<file path="src/rtl/light_pkg.sv">
// Shared types and constants for the light sequencer: FSM states, step encodings,
// field widths and small step-ordering helpers.
package light_pkg;

  localparam int PERIOD_W = 8;
  localparam int CYC_W    = 4;

  typedef enum logic {
    ST_IDLE = 1'b0,
    ST_RUN  = 1'b1
  } state_t;

  typedef enum logic [1:0] {
    STEP_S1 = 2'd0,
    STEP_S2 = 2'd1,
    STEP_S3 = 2'd2
  } step_t;

  localparam logic [2:0] LAMPS_OFF = 3'b000;

  // Lamp pattern {A,B,C} shown while a step is active.
  function automatic logic [2:0] step_lamps(input step_t s);
    logic [2:0] l;
    case (s)
      STEP_S1: l = 3'b100;
      STEP_S2: l = 3'b110;
      STEP_S3: l = 3'b111;
      default: l = LAMPS_OFF;
    endcase
    return l;
  endfunction

  function automatic step_t step_advance(input step_t s, input logic rev);
    step_t n;
    case (s)
      STEP_S1: n = rev ? STEP_S3 : STEP_S2;
      STEP_S2: n = rev ? STEP_S1 : STEP_S3;
      STEP_S3: n = rev ? STEP_S2 : STEP_S1;
      default: n = STEP_S1;
    endcase
    return n;
  endfunction

  // The step whose expiry closes one full sequence.
  function automatic logic is_last_step(input step_t s, input logic rev);
    return rev ? (s == STEP_S1) : (s == STEP_S3);
  endfunction

endpackage

</file>
<file path="src/rtl/light_ctrl_if.sv">
// Control/status bundle of the light sequencer. The dir field exists only when
// LIGHT_CTRL_REVERSE_EN is defined.
interface light_ctrl_if;
  import light_pkg::*;

  logic                start;
  logic                stop;
  logic [PERIOD_W-1:0] period;
  logic [CYC_W-1:0]    cycles;
`ifdef LIGHT_CTRL_REVERSE_EN
  logic                dir;
`endif
  logic                A;
  logic                B;
  logic                C;
  logic                busy;
  logic                done;

`ifdef LIGHT_CTRL_REVERSE_EN
  modport master (output start, stop, period, cycles, dir, input A, B, C, busy, done);
  modport slave  (input start, stop, period, cycles, dir, output A, B, C, busy, done);
`else
  modport master (output start, stop, period, cycles, input A, B, C, busy, done);
  modport slave  (input start, stop, period, cycles, output A, B, C, busy, done);
`endif

endinterface

</file>
<file path="src/rtl/light_prescaler.sv">
// Step dwell counter: load captures the reload value, then counts down while enabled
// and raises tick for the one clock in which the count sits at zero.
module light_prescaler
  import light_pkg::*;
#(
  parameter int W = PERIOD_W
) (
  input  logic         clk,
  input  logic         rst_n,
  input  logic         load,
  input  logic [W-1:0] load_val,
  input  logic         en,
  output logic         tick
);

  logic [W-1:0] reload_reg;
  logic [W-1:0] cnt_reg;

  always_ff @(posedge clk or negedge rst_n) begin
    if (!rst_n) begin
      reload_reg <= '0;
      cnt_reg    <= '0;
    end else if (load) begin
      reload_reg <= load_val;
      cnt_reg    <= load_val;
    end else if (en) begin
      if (cnt_reg == '0) begin
        cnt_reg <= reload_reg;
      end else begin
        cnt_reg <= cnt_reg - W'(1);
      end
    end
  end

  assign tick = en && (cnt_reg == '0);

endmodule

</file>
<file path="src/rtl/light_ctrl.sv">
// Three-lamp sequencer: IDLE/RUN FSM stepping S1->S2->S3 with a programmable dwell
// and sequence count. Define LIGHT_CTRL_REVERSE_EN to add the dir (reverse order) input.
module light_ctrl
  import light_pkg::*;
(
  input logic         clk,
  input logic         rst_n,
  light_ctrl_if.slave bus
);

  state_t           state_reg, state_next;
  step_t            step_reg, step_next;
  logic [CYC_W-1:0] seq_reg, seq_next, seq_inc;
  logic [CYC_W-1:0] cycles_reg, cycles_next;
  logic             rev_reg, rev_next;
  logic [2:0]       lamps_reg, lamps_next;
  logic             busy_reg, busy_next;
  logic             done_reg, done_next;
  logic             pre_load;
  logic             tick;
  logic             dir_in;

`ifdef LIGHT_CTRL_REVERSE_EN
  assign dir_in = bus.dir;
`else
  assign dir_in = 1'b0;
`endif

  light_prescaler #(.W(PERIOD_W)) u_prescaler (
    .clk      (clk),
    .rst_n    (rst_n),
    .load     (pre_load),
    .load_val (bus.period),
    .en       (state_reg == ST_RUN),
    .tick     (tick)
  );

  always_ff @(posedge clk or negedge rst_n) begin
    if (!rst_n) begin
      state_reg  <= ST_IDLE;
      step_reg   <= STEP_S1;
      seq_reg    <= '0;
      cycles_reg <= '0;
      rev_reg    <= 1'b0;
      lamps_reg  <= LAMPS_OFF;
      busy_reg   <= 1'b0;
      done_reg   <= 1'b0;
    end else begin
      state_reg  <= state_next;
      step_reg   <= step_next;
      seq_reg    <= seq_next;
      cycles_reg <= cycles_next;
      rev_reg    <= rev_next;
      lamps_reg  <= lamps_next;
      busy_reg   <= busy_next;
      done_reg   <= done_next;
    end
  end

  always_comb begin
    state_next  = state_reg;
    step_next   = step_reg;
    seq_next    = seq_reg;
    cycles_next = cycles_reg;
    rev_next    = rev_reg;
    done_next   = 1'b0;
    pre_load    = 1'b0;
    seq_inc     = seq_reg + CYC_W'(1);

    case (state_reg)
      ST_IDLE: begin
        // stop has priority over start
        if (bus.start && !bus.stop) begin
          state_next  = ST_RUN;
          rev_next    = dir_in;
          step_next   = dir_in ? STEP_S3 : STEP_S1;
          seq_next    = '0;
          cycles_next = bus.cycles;
          pre_load    = 1'b1;
        end
      end
      ST_RUN: begin
        if (bus.stop) begin
          state_next = ST_IDLE;
          step_next  = STEP_S1;
          seq_next   = '0;
        end else if (tick) begin
          step_next = step_advance(step_reg, rev_reg);
          if (is_last_step(step_reg, rev_reg)) begin
            // cycles==0 lets the counter wrap freely and never completes
            seq_next = seq_inc;
            if ((cycles_reg != '0) && (seq_inc == cycles_reg)) begin
              state_next = ST_IDLE;
              step_next  = STEP_S1;
              seq_next   = '0;
              done_next  = 1'b1;
            end
          end
        end
      end
      default: state_next = ST_IDLE;
    endcase

    busy_next  = (state_next == ST_RUN);
    lamps_next = busy_next ? step_lamps(step_next) : LAMPS_OFF;
  end

  assign bus.A    = lamps_reg[2];
  assign bus.B    = lamps_reg[1];
  assign bus.C    = lamps_reg[0];
  assign bus.busy = busy_reg;
  assign bus.done = done_reg;

endmodule

</file>
<file path="src/flat_wrapper.sv">
// flat-port wrapper written by rule: the top's interface ports become plain ports
module light_ctrl_flat import light_pkg::*;
  (clk, rst_n, bus_start, bus_stop, bus_period, bus_cycles, bus_A, bus_B, bus_C, bus_busy, bus_done);
  light_ctrl_if bus_i ();
  input logic clk;
  input logic rst_n;
  input wire logic [$bits(bus_i.start)-1:0] bus_start;
  input wire logic [$bits(bus_i.stop)-1:0] bus_stop;
  input wire logic [$bits(bus_i.period)-1:0] bus_period;
  input wire logic [$bits(bus_i.cycles)-1:0] bus_cycles;
  output wire logic [$bits(bus_i.A)-1:0] bus_A;
  output wire logic [$bits(bus_i.B)-1:0] bus_B;
  output wire logic [$bits(bus_i.C)-1:0] bus_C;
  output wire logic [$bits(bus_i.busy)-1:0] bus_busy;
  output wire logic [$bits(bus_i.done)-1:0] bus_done;
  assign bus_i.start = bus_start;
  assign bus_i.stop = bus_stop;
  assign bus_i.period = bus_period;
  assign bus_i.cycles = bus_cycles;
  assign bus_A = bus_i.A;
  assign bus_B = bus_i.B;
  assign bus_C = bus_i.C;
  assign bus_busy = bus_i.busy;
  assign bus_done = bus_i.done;
  light_ctrl u_core (.clk(clk), .rst_n(rst_n), .bus(bus_i));
endmodule
</file>
<file path="config.mk">
export PLATFORM = sky130hd
export DESIGN_NAME = light_ctrl_flat
export DESIGN_NICKNAME = d
export VERILOG_FILES = /design/src/rtl/light_pkg.sv /design/src/rtl/light_ctrl_if.sv /design/src/rtl/light_prescaler.sv /design/src/rtl/light_ctrl.sv /design/src/flat_wrapper.sv
export SDC_FILE = /design/constraint.sdc
export NUM_CORES = 1
export LEC_CHECK = 0
export CAP_MARGIN = 25
export CORE_AREA = 4 4 68 57
export CTS_BUF_LIST = sky130_fd_sc_hd__clkbuf_8
export DETAILED_ROUTE_END_ITERATION = 10
export DIE_AREA = 0 0 72 61
export DONT_BUFFER_PORTS = 1
export GPL_TIMING_DRIVEN = 0
export HOLD_SLACK_MARGIN = 0.03
export PLACE_DENSITY = 0.68
export REMOVE_ABC_BUFFERS = 1
export SLEW_MARGIN = 30
export SYNTH_ARGS = -nofsm -noshare
export SYNTH_HDL_FRONTEND = slang
export SYNTH_SLANG_ARGS = --single-unit
export TNS_END_PERCENT = 50
</file>
<file path="constraint.sdc">
create_clock -name clk -period 3.5 [get_ports clk]
set_input_delay 0.35 -clock clk [delete_from_list [all_inputs] [get_ports clk]]
set_output_delay 0.35 -clock clk [all_outputs]
set_load 0.03 [all_outputs]
</file>
# After elaboration in Yosys (flattened, before gate mapping)
# Index checks and enable logic that the tools add are counted.
[classes]
bitwise = 1
n_eq_ne = 8
n_mux = 30
n_addsub = 2
n_reduce_logical = 11
[ops]
columns = ["cell", "n"]
rows = [
  ["$mux 8", 3],
  ["$mux 4", 5],
  ["$mux 1", 11],
  ["$mux 2", 5],
  ["$pmux 3 s3", 1],
  ["$logic_not 8->1", 1],
  ["$pmux 2 s2", 2],
  ["$pmux 4 s2", 1],
  ["$sub 8x1->8 const B", 1],
  ["$ne 3x3->1 const B", 2],
  ["$add 4x1->4 const B", 1],
  ["$eq 2x1->1 const B", 2],
  ["$eq 2x2->1 const B", 2],
  ["$eq 4x4->1", 1],
  ["$logic_not 2->1", 2],
  ["$reduce_bool 4->1", 1],
  ["$logic_and 1x1->1", 3],
  ["$mux 3", 1],
  ["$reduce_and 3->1", 1],
  ["$ne 2x1->1 const B", 1],
  ["$pmux 1 s2", 1],
  ["$reduce_and 2->1", 1],
  ["$reduce_bool 2->1", 1],
  ["$logic_not 1->1", 1],
  ["$not 1->1", 1],
]
[totals]
wordCells = 60
input_bits = 16
out_inout_bits = 5
regBits = 31

# Logic depth before layout (Yosys ltp)
# Gate-level depths: netlist (run 1).
[depth]
ltp_word = 11
mapped_depth = 12
mapped_depth_nobuf = 10

# Modules after synthesis
# From an unflattened synthesis (run 1), not the netlist that was laid out.
[hier_totals]
cells_unflattened = 154
area_unflattened_um2 = 1660.3
[modules_own_cells]
columns = ["module", "cells_per_inst", "n_inst", "area_each_um2", "seq_area_each_um2"]
rows = [
  ["light_prescaler", 89, 1, 867.1, 400.4],
  ["light_ctrl", 65, 1, 793.3, 375.4],
]

# Worst setup path before layout (run 1)
# OpenSTA, ideal clock, no wires.
[synth_path]
path_type = "reg-to-reg"
start = "reg u_core.u_prescaler.cnt_reg[0]"
end = "reg u_core.lamps_reg[1]"
t_required_ns = 3.401
period_less_slack_ns = 2.503
t_arrival_ns = 2.403
path_stages_with_launch = 11
setup_time_ns = 0.099
path_buffers = 2
slack_ns = 0.997
cell_sequence = "dfrtp_1 -> inv_1 -> ha_1 -> or3b_2 -> clkbuf_1 -> or2_1 -> buf_2 -> nor3_1 -> a22o_1 -> ha_1 -> a311oi_1"
[synth_via]
elab_chain_len = 8
elab_cells_between_ends = 13
classes_between = "eq/ne: 2; mux: 8; reduce/logical: 3"
[synth_rtl]
columns = ["element", "line", "rtl"]
rows = [
  ["start, declared", "light_prescaler.sv:17", "logic [W-1:0] cnt_reg;"],
  ["start signal, assigned", "light_prescaler.sv:25", "cnt_reg <= load_val;"],
  ["start signal, assigned", "light_prescaler.sv:28", "cnt_reg <= reload_reg;"],
  ["start signal, assigned", "light_prescaler.sv:30", "cnt_reg <= cnt_reg - W'(1);"],
  ["$logic_not 8->1 (*)", "light_prescaler.sv:35", "assign tick = en && (cnt_reg == '0);"],
  ["$logic_and 1x1->1 (*)", "light_prescaler.sv:35", ""],
  ["$mux 2 (*)", "light_ctrl.sv:87", "end else if (tick) begin"],
  ["$mux 2 (*)", "light_ctrl.sv:83", "if (bus.stop) begin"],
  ["$pmux 2 s2 (*)", "light_ctrl.sv:70", "case (state_reg)"],
  ["net u_core.step_next[1]", "light_ctrl.sv:12", "step_t step_reg, step_next;"],
  ["$eq 2x2->1 (tied with other cells)", "light_pkg.sv:24", "case (s)"],
  ["$pmux 3 s3 (*)", "light_pkg.sv:24", ""],
  ["$mux 3 (*)", "light_ctrl.sv:105", "lamps_next = busy_next ? step_lamps(step_next) : LAMPS_OFF;"],
  ["net u_core.lamps_next[1]", "light_ctrl.sv:16", "logic [2:0] lamps_reg, lamps_next;"],
  ["end signal, assigned", "light_ctrl.sv:54", "lamps_reg <= lamps_next;"],
  ["end, declared", "light_ctrl.sv:16", ""],
]
# Mark *: on every way through the listed nets, which the timed path passes. The rest lies on a longest branch.
# A chain may end at the register's enable or synchronous reset.

# Worst setup path in the final report (run 1)
# Ends and elaborated chain as after synthesis.

==> results.ini, run 1 <==
[run_status]
status=finished clean

[final_layout]
n_fill_cell=279
syn_to_final_growth_pct=8.41
diodes=0
regArea_sq_um=776
layout.nets=204
multiInputGateArea_sq_um=867
drive_gt1_share_pct=8.70

[clocking]
tritoncts=done
clock_latency_ns=0.29
cts_root_buffer=clkbuf_8
numClockSinks=31
clkTransAtPathRegs_ns=0.07
cts_max_level=2
post_cts_resized=0
cts_buffers=5
clk_path_buf_depth=2

[timing]
finalCritPeriodShare_pct=78.6
fin_ws_ns=0.747
setup_tns_ns=0
drv_slew=0
worst_slew_pin_slew_ns=0.825
max_freq_mhz=363
finalCriticalPeriod_ns=2.75
rsz0062_at_grt=no
relSlewSlack_pct=45.0
finalHoldViolCount=0
skew_ns=0.00599
setup_viol=0

[logic_synthesis]
synth_sequential_area_ratio_pct=45.8
ys_top_cells_by_area=dfrtp_1, nand2_1, mux2i_1, o21ai_0, ha_1
synth-compound-area-share_pct=16.2
synth-adder-area-share_pct=3.69
synth_top_family_by_area=simple AND/OR/NAND/NOR gates
yosysMostFrequentCell=nand2_1
synth_commonest_cells=nand2_1, dfrtp_1, o21ai_0
yosys.area_share.simple_pct=22.4
synth-edff-count=0
synthFlopType=dfrtp_1
synth_cells=184
synth_top_area_share_pct=45.8
synth.mux.area_fraction_pct=4.80
yosys.area.top_type=dfrtp_1
syn_area_sq_um=1700
yosys_warnings=0
ys_types=39
avgSynthCellArea_sq_um=9.21
ys_ff_latch=31
ys_async_sr_fraction_pct=100
synth_xor_area_share_pct=3.91

[pwr]
p_clk_share_pct=28.2
ir_drop_mv=0.334
switching_power_mw=0.358
pwr-share-comb_pct=25.2
p_per_area_nw_per_um2=592
seq_power_share_pct=46.6
swShare_pct=32.9
p_int_mw=0.730
p_leak_nw=0.841

[route]
via_per_inst=5.79
routed-via-count=1296
drt-total-wl_um=3560
drt_iter0_drc=40
antenna_left=0
dr.pass1.iters=4
drc=0
wl_per_cell_um=15.9

[floorplan]
die_h_um=61
core-area_sq_um=3110
io_pins=21
fp.dieArea_sq_um=4390
initial_core_util_pct=54.5
rows=18
die_w_um=72

[worst_setup_path]
crit_path_end_kind=flip-flop
path_buf_inv=1
path_class=flip-flop to flip-flop
arrival_ns=2.94
cp_max_fo=10
required_ns=3.69
critPathTopFamily=simple AND/OR/NAND/NOR gates
max_stage_delay_ns=0.54
path_cells=inv_1, ha_1, or3b_2, or2_1, nor3_1, a22o_1, ha_1, a311oi_1
critPathLaunchType=flip-flop
worst_path_max_delay_cell=or3b_2
cpMostUsedCell=ha_1

[placement]
place_ws_ns=0.813
gp_congestion=0.784
dp_hpwl_um=2490
io_buffers=0

[grt]
grt_pass1_wl_um=6220
first_global_vias=1323
grt_overflow_total=0
grt_max_degree=32
grt.total_usage_pct=18.5
antenna_found_initial=0

[min_path]
hp-class=input pin to flip-flop

[run]
maxCapViolCount=0

[worst register-to-register path, stage by stage (launching register included)]
cell,delay (ns)
dfrtp_1,0.43
inv_1,0.10
ha_1,0.22
or3b_2,0.54
or2_1,0.37
nor3_1,0.31
a22o_1,0.24
ha_1,0.25
a311oi_1,0.20
[cells in the final DEF (no fill, tap or decap), types with 3 or more instances in the layout]
cell,n
a21oi_1,5
a311oi_1,3
clkbuf_8,7
dfrtp_1,31
ha_1,5
inv_1,5
mux2i_1,7
nand2_1,43
nand2b_1,4
nand3_1,4
nor2_1,10
nor3_1,4
o211ai_1,5
o21ai_0,14
xnor2_1,3
[power by group through the flow]
stage / sequential [mW] / clock [mW] / combinational [mW]
after floorplan: 0.492 / 0 / 0.221
after detailed placement: 0.514 / 0 / 0.265
after CTS: 0.508 / 0.314 / 0.277
after global placement: 0.510 / 0 / 0.253
after global routing: 0.522 / 0.331 / 0.310
final: 0.508 / 0.307 / 0.274
[cells by family (layout without fill, tap and decap cells)]
family,Yosys count,in the layout
AOI/OAI and AO/OA,41,41
xor gates and xnor gates,6,6
muxes,8,8
and+or+nand+nor,79,79
buffers and inverters,14,14
DFF,31,31
adders and majority gates,5,5
[area by class of cell]
cell class | instances | share of cell area (%)
multi-input cells | 139 | 47.2
flip-flops and latches | 31 | 42.2
clock buffers | 7 | 5.24
well taps | 40 | 2.72
repair buffers | 2 | 1.63
inverters | 4 | 0.817
clock inverters | 1 | 0.204
[metrics by stage]
stage,hold WS [ns],std cells,utilization (%),instance area [sq um],total power [mW]
finish,0.168,224,59.1,1840,1.09
global route,0.173,224,59.1,1840,1.16
CTS,0.168,224,59.1,1840,1.10
detailed placement,0.0553,214,55.0,1710,0.780
global placement,0.0553,214,54.9,1710,0.764
floorplan,0.0544,174,-,1660,0.713
[metal layers]
layer	routed length [um]	vias to the layer above	share of wire [%]	track usage, %
met4	66	0	1.9	7.24
met3	188	7	5.3	4.80
met1	1730	620	49	23.6
li1	-	639	-	-
met2	1570	30	44	30.8
met5	0	-	0	0
[final timing paths]
kind / slack (ns) / endpoint / cells past startpoint / startpoint
hold reg to reg: 0.48 / u_core.u_prescaler.reload_reg[3] / 2 / u_core.u_prescaler.reload_reg[3]
min in group asynchronous: 0.50 / u_core.u_prescaler.reload_reg[6] / 2 / rst_n
setup / recovery: 0.75 / u_core.lamps_reg[1] / 8 / u_core.u_prescaler.cnt_reg[0]
hold / removal: 0.17 / u_core.u_prescaler.reload_reg[6] / 2 / bus_period[6]
setup reg to reg: 0.75 / u_core.lamps_reg[1] / 8 / u_core.u_prescaler.cnt_reg[0]
max in group asynchronous: 2.82 / u_core.seq_reg[1] / 2 / rst_n
[timing repair]
action,4_1_cts,5_1_grt
buffers inserted,0,0
hold buffers,2,0
hold endpoints to repair,31,0
setup endpoints to repair,0,0
(Power assumes the default switching activity.)
==> inputs of run 2 (changes only) <==
Clock period 3.5 ns to 2.9 ns, I/O delays scaled along.
==> run 2 against run 1 <==
  * Design area rose by 0.14%
  * Setup slack got worse by 0.51 ns
  * Via count rose by 0.23%
  * Cell count did not move
  * Clock power rose by 21%
  * Sequential power rose by 21%
  * Clock-buffer cell count did not move
  * Power rose by 21%
  * First-iteration DRC count rose by 20%
  * Non-clock buffer count did not move
  * Highest routed layer unchanged
==> results.ini, run 2 (same netlist as run 1, synthesis figures left out) <==
[grt]
grt_overflow_total=0
antenna_found_initial=0
first_global_vias=1323
grt_pass1_wl_um=6220
grt.total_usage_pct=18.5
grt_max_degree=32

[route]
routed-via-count=1299
drc=0
drt-total-wl_um=3550
antenna_left=0
via_per_inst=5.80
drt_iter0_drc=48
wl_per_cell_um=15.8
dr.pass1.iters=4

[floorplan]
die_h_um=61
initial_core_util_pct=54.5
rows=18
die_w_um=72
core-area_sq_um=3110
fp.dieArea_sq_um=4390
io_pins=21

[min_path]
hp-class=input pin to flip-flop
whs_endpoint=u_core.u_prescaler.reload_reg[6]
hold_depth=2
min_from=bus_period[6]

[timing]
finalCriticalPeriod_ns=2.66
rsz0062_at_grt=no
setup_tns_ns=0
finalHoldViolCount=0
max_freq_mhz=376
skew_ns=0.00473
setup_viol=0
hold_ws_ns=0.109
drv_slew=0
relSlewSlack_pct=44.0
fin_ws_ns=0.239
finalCritPeriodShare_pct=91.7
worst_slew_pin_slew_ns=0.838

[worst_setup_path]
path_class=flip-flop to flip-flop
r2r-end=u_core.lamps_reg[1]
ff2ff_path_depth=8
required_ns=3.09
arrival_ns=2.85
worst_path_max_delay_cell=or3b_2
crit_path_end_kind=flip-flop
critPathLaunchType=flip-flop
max_stage_delay_ns=0.54
cp_max_fo=10
reg2reg_from=u_core.u_prescaler.cnt_reg[0]
cpMostUsedCell=ha_1
path_cells=inv_1, ha_1, or3b_2, or2_4, nor3_1, a22o_1, ha_1, a311oi_1
r2r_slack_ns=0.24

[clocking]
numClockSinks=31
cts_buffers=5
cts_max_level=2
cts_root_buffer=clkbuf_8
clk_path_buf_depth=2
clkTransAtPathRegs_ns=0.06
tritoncts=done
clock_latency_ns=0.28

[final_layout]
final_common_cell=nand2_1
drive_gt1_share_pct=9.24
layout.nets=204
diodes=0
post-route-util_pct=59.2
final_cell_mix=nand2_1, dfrtp_1, o21ai_0, nor2_1
syn_to_final_growth_pct=8.56

[placement]
dp_hpwl_um=2490
io_buffers=0
gp_congestion=0.784
place_ws_ns=0.213

[run]
maxCapViolCount=0

[run_status]
status=finished clean

[pwr]
ir_drop_mv=0.405
power_mw=1.31
p_per_area_nw_per_um2=714
p_leak_nw=0.843

-- run 2: cell counts in the layout (fill, tap and decap cells not counted) --
No cell type changed its count.
-- run 2: critical path, delay by kind of cell (launching register included) --
family / cells / cell delay (ns)
AND/OR/NAND/NOR: 3 / 1.12
AO/OA/AOI/OAI: 2 / 0.44
adder cells (fa/ha/maj): 2 / 0.47
flip-flops: 1 / 0.42
buffers and inverters: 1 / 0.10
-- run 2: what timing repair did --
action / 4_1_cts / 5_1_grt
hold buffers: 2 / 0
setup endpoints to repair: 0 / 1
buffers inserted: 0 / 0
resized for setup: 0 / 1
endpoints found under the hold margin: 31 / 0
-- run 2: worst max-delay path by stage --
stage                                  startpoint             endpoint  slack, ns  depth (start not counted)
floorplan           u_core.u_prescaler.cnt_reg[0]  u_core.lamps_reg[1]       0.50                          8
global placement    u_core.u_prescaler.cnt_reg[0]  u_core.lamps_reg[1]       0.26                          8
detailed placement  u_core.u_prescaler.cnt_reg[0]  u_core.lamps_reg[1]       0.21                          8
CTS                 u_core.u_prescaler.cnt_reg[0]  u_core.lamps_reg[1]       0.17                          8
global route        u_core.u_prescaler.cnt_reg[0]  u_core.lamps_reg[1]       0.08                          8
finish              u_core.u_prescaler.cnt_reg[0]  u_core.lamps_reg[1]       0.24                          8
-- run 2: power breakdown --
group          internal (mW)  total (mW)  switching (mW)
registers              0.513       0.613          0.0999
clock network          0.213       0.370           0.157
logic                  0.156       0.331           0.176
total                  0.882        1.31           0.432
-- run 2: final cells by class --
cell class              count  area (sq um)
clock inverters             1          3.75
inverters                   4          15.0
well taps                  40          50.0
clock buffers               7          96.3
flip-flops and latches     31           776
fillers                   278          1270
repair buffers              2          30.0
multi-input cells         139           870
-- run 2: stage by stage --
stage	cell area [sq um]	cells
2_1_floorplan	1660	174
3_3_place_gp	1710	214
3_5_place_dp	1710	214
4_1_cts	1840	224
5_1_grt	1840	224
6_report	1840	224
-- run 2: per-layer routing --
| layer | vias up | global-route usage, % | part of all wire, % |
|---|---|---|---|
| li1 | 636 | - | - |
| met4 | 0 | 7.24 | 1.9 |
| met3 | 7 | 4.80 | 4.9 |
| met2 | 24 | 30.8 | 43 |
| met1 | 632 | 23.6 | 50 |
| met5 | - | 0 | 0 |
==> inputs of run 3 (changes only) <==
Settings changed: CORE_AREA 4 4 68 57 to 2 2 66 55, DIE_AREA 0 0 72 61 to 0 0 68 57, MAX_ROUTING_LAYER set to met4.
==> run 3 against run 2 <==
  * First-iteration DRC count grew 85%
  * Die area down 12%
  * Sequential cell count is the same
  * Setup slack worse by 0.099 ns
  * Clock skew is 0.0014 ns higher
  * Combinational power hardly changed
  * Clock-buffer cell count is the same
  * Wire length rose by 2.1%
  * Critical path type unchanged
  * Largest cell class unchanged
==> results.ini, run 3 (same netlist as run 1, synthesis figures left out) <==
[run_status]
status=finished clean

[timing]
setup_tns_ns=0
skew_ns=0.00616
drv_slew=0
rsz0062_at_grt=no
finalHoldViolCount=0
hold_ws_ns=0.114
finalCritPeriodShare_pct=95.1
setup_viol=0
max_freq_mhz=362
relSlewSlack_pct=44.5
finalCriticalPeriod_ns=2.76
worst_slew_pin_slew_ns=0.833

[clocking]
tritoncts=done
post-cts-setup-buffer-count=0
clock_latency_ns=0.28
cts_max_level=2
cts_hold_repair.buffers=2
cts_buffers=5
cts_root_buffer=clkbuf_8
clkTransAtPathRegs_ns=0.07
post_cts_resized=0
clk_path_buf_depth=2
numClockSinks=31

[worst_setup_path]
arrival_ns=2.93
crit_path_end_kind=flip-flop
required_ns=3.07
path_class=flip-flop to flip-flop
cp_max_fo=10
critPathLaunchType=flip-flop

[placement]
gp_congestion=0.833
dp_hpwl_um=2470
io_buffers=0
placed_cell_area_sq_um=1710

[pwr]
ir_drop_mv=0.360
power_mw=1.32
p_per_area_nw_per_um2=717
p_leak_nw=0.841

[route]
routed-via-count=1320
drt_iter0_drc=89
wl_per_cell_um=16.0
drc=0
drt-total-wl_um=3620
via_per_inst=5.84
antenna_left=0
dr.pass1.iters=5

[min_path]
hp-class=input pin to flip-flop

[floorplan]
initial_core_util_pct=51.7
io_pins=21
core-area_sq_um=3280
fp.dieArea_sq_um=3880
die_w_um=68
die_h_um=57
rows=19

[final_layout]
design_area_sq_um=1840
final_common_cell=nand2_1
layout.nets=204
drive_gt1_share_pct=8.70
syn_to_final_growth_pct=8.56
final_cell_mix=nand2_1, dfrtp_1, o21ai_0, nor2_1
diodes=0

[run]
maxCapViolCount=0

[grt]
grt_max_degree=32
antenna_found_initial=0
first_global_vias=1341
grt.total_usage_pct=21.6
grt_overflow_total=0
grt_pass1_wl_um=6210

==> run 3: path summary, 6_finish.rpt <==
kind | slack (ns) | to | start | depth (start not counted)
max in group asynchronous | 2.28 | u_core.u_prescaler.reload_reg[1] | rst_n | 2
min in group asynchronous | 0.45 | u_core.u_prescaler.reload_reg[7] | rst_n | 2
max | 0.14 | u_core.lamps_reg[1] | u_core.u_prescaler.cnt_reg[0] | 8
min | 0.11 | u_core.u_prescaler.reload_reg[6] | bus_period[6] | 2
min reg2reg | 0.47 | u_core.u_prescaler.reload_reg[3] | u_core.u_prescaler.reload_reg[3] | 2
max reg2reg | 0.14 | u_core.lamps_reg[1] | u_core.u_prescaler.cnt_reg[0] | 8
==> run 3: power breakdown <==
group / switching [mW] / internal [mW] / leakage (nW)
clock network: 0.156 / 0.213 / 0.0557
logic: 0.177 / 0.156 / 0.392
registers: 0.104 / 0.513 / 0.393
==> run 3: metal layers <==
metal | global-route usage [%] | wire length, um | part of all wire, % | up-vias
met2 | 31.6 | 1710 | 47 | 45
met4 | 4.86 | 16 | 0.44 | 0
met5 | - | 0 | 0 | -
met1 | 30.9 | 1690 | 47 | 637
met3 | 4.93 | 212 | 5.8 | 2
li1 | - | - | - | 636
==> run 3: cell type report <==
class                   instances  area (sq um)
flip-flops and latches         31           776
clock buffers                   7          96.3
repair buffers                  2          30.0
inverters                       4          15.0
fillers                       317          1440
clock inverters                 1          3.75
well taps                      42          52.6
multi-input cells             139           867
==> run 3: worst max-delay path, stage by stage, from the launching register on <==
cell      delay, ns
dfrtp_1        0.43
inv_1          0.10
ha_1           0.22
or3b_2         0.55
or2_1          0.37
nor3_1         0.28
a22o_1         0.23
ha_1           0.24
a311oi_1       0.22
==> run 3: through the flow <==
stage	util, %	instances	setup WS (ns)
2_1_floorplan	-	174	0.502
6_report	56.1	226	0.141
4_1_cts	56.1	226	0.153
5_1_grt	56.1	226	0.00308
3_5_place_dp	52.1	216	0.179
3_3_place_gp	52.1	216	0.269
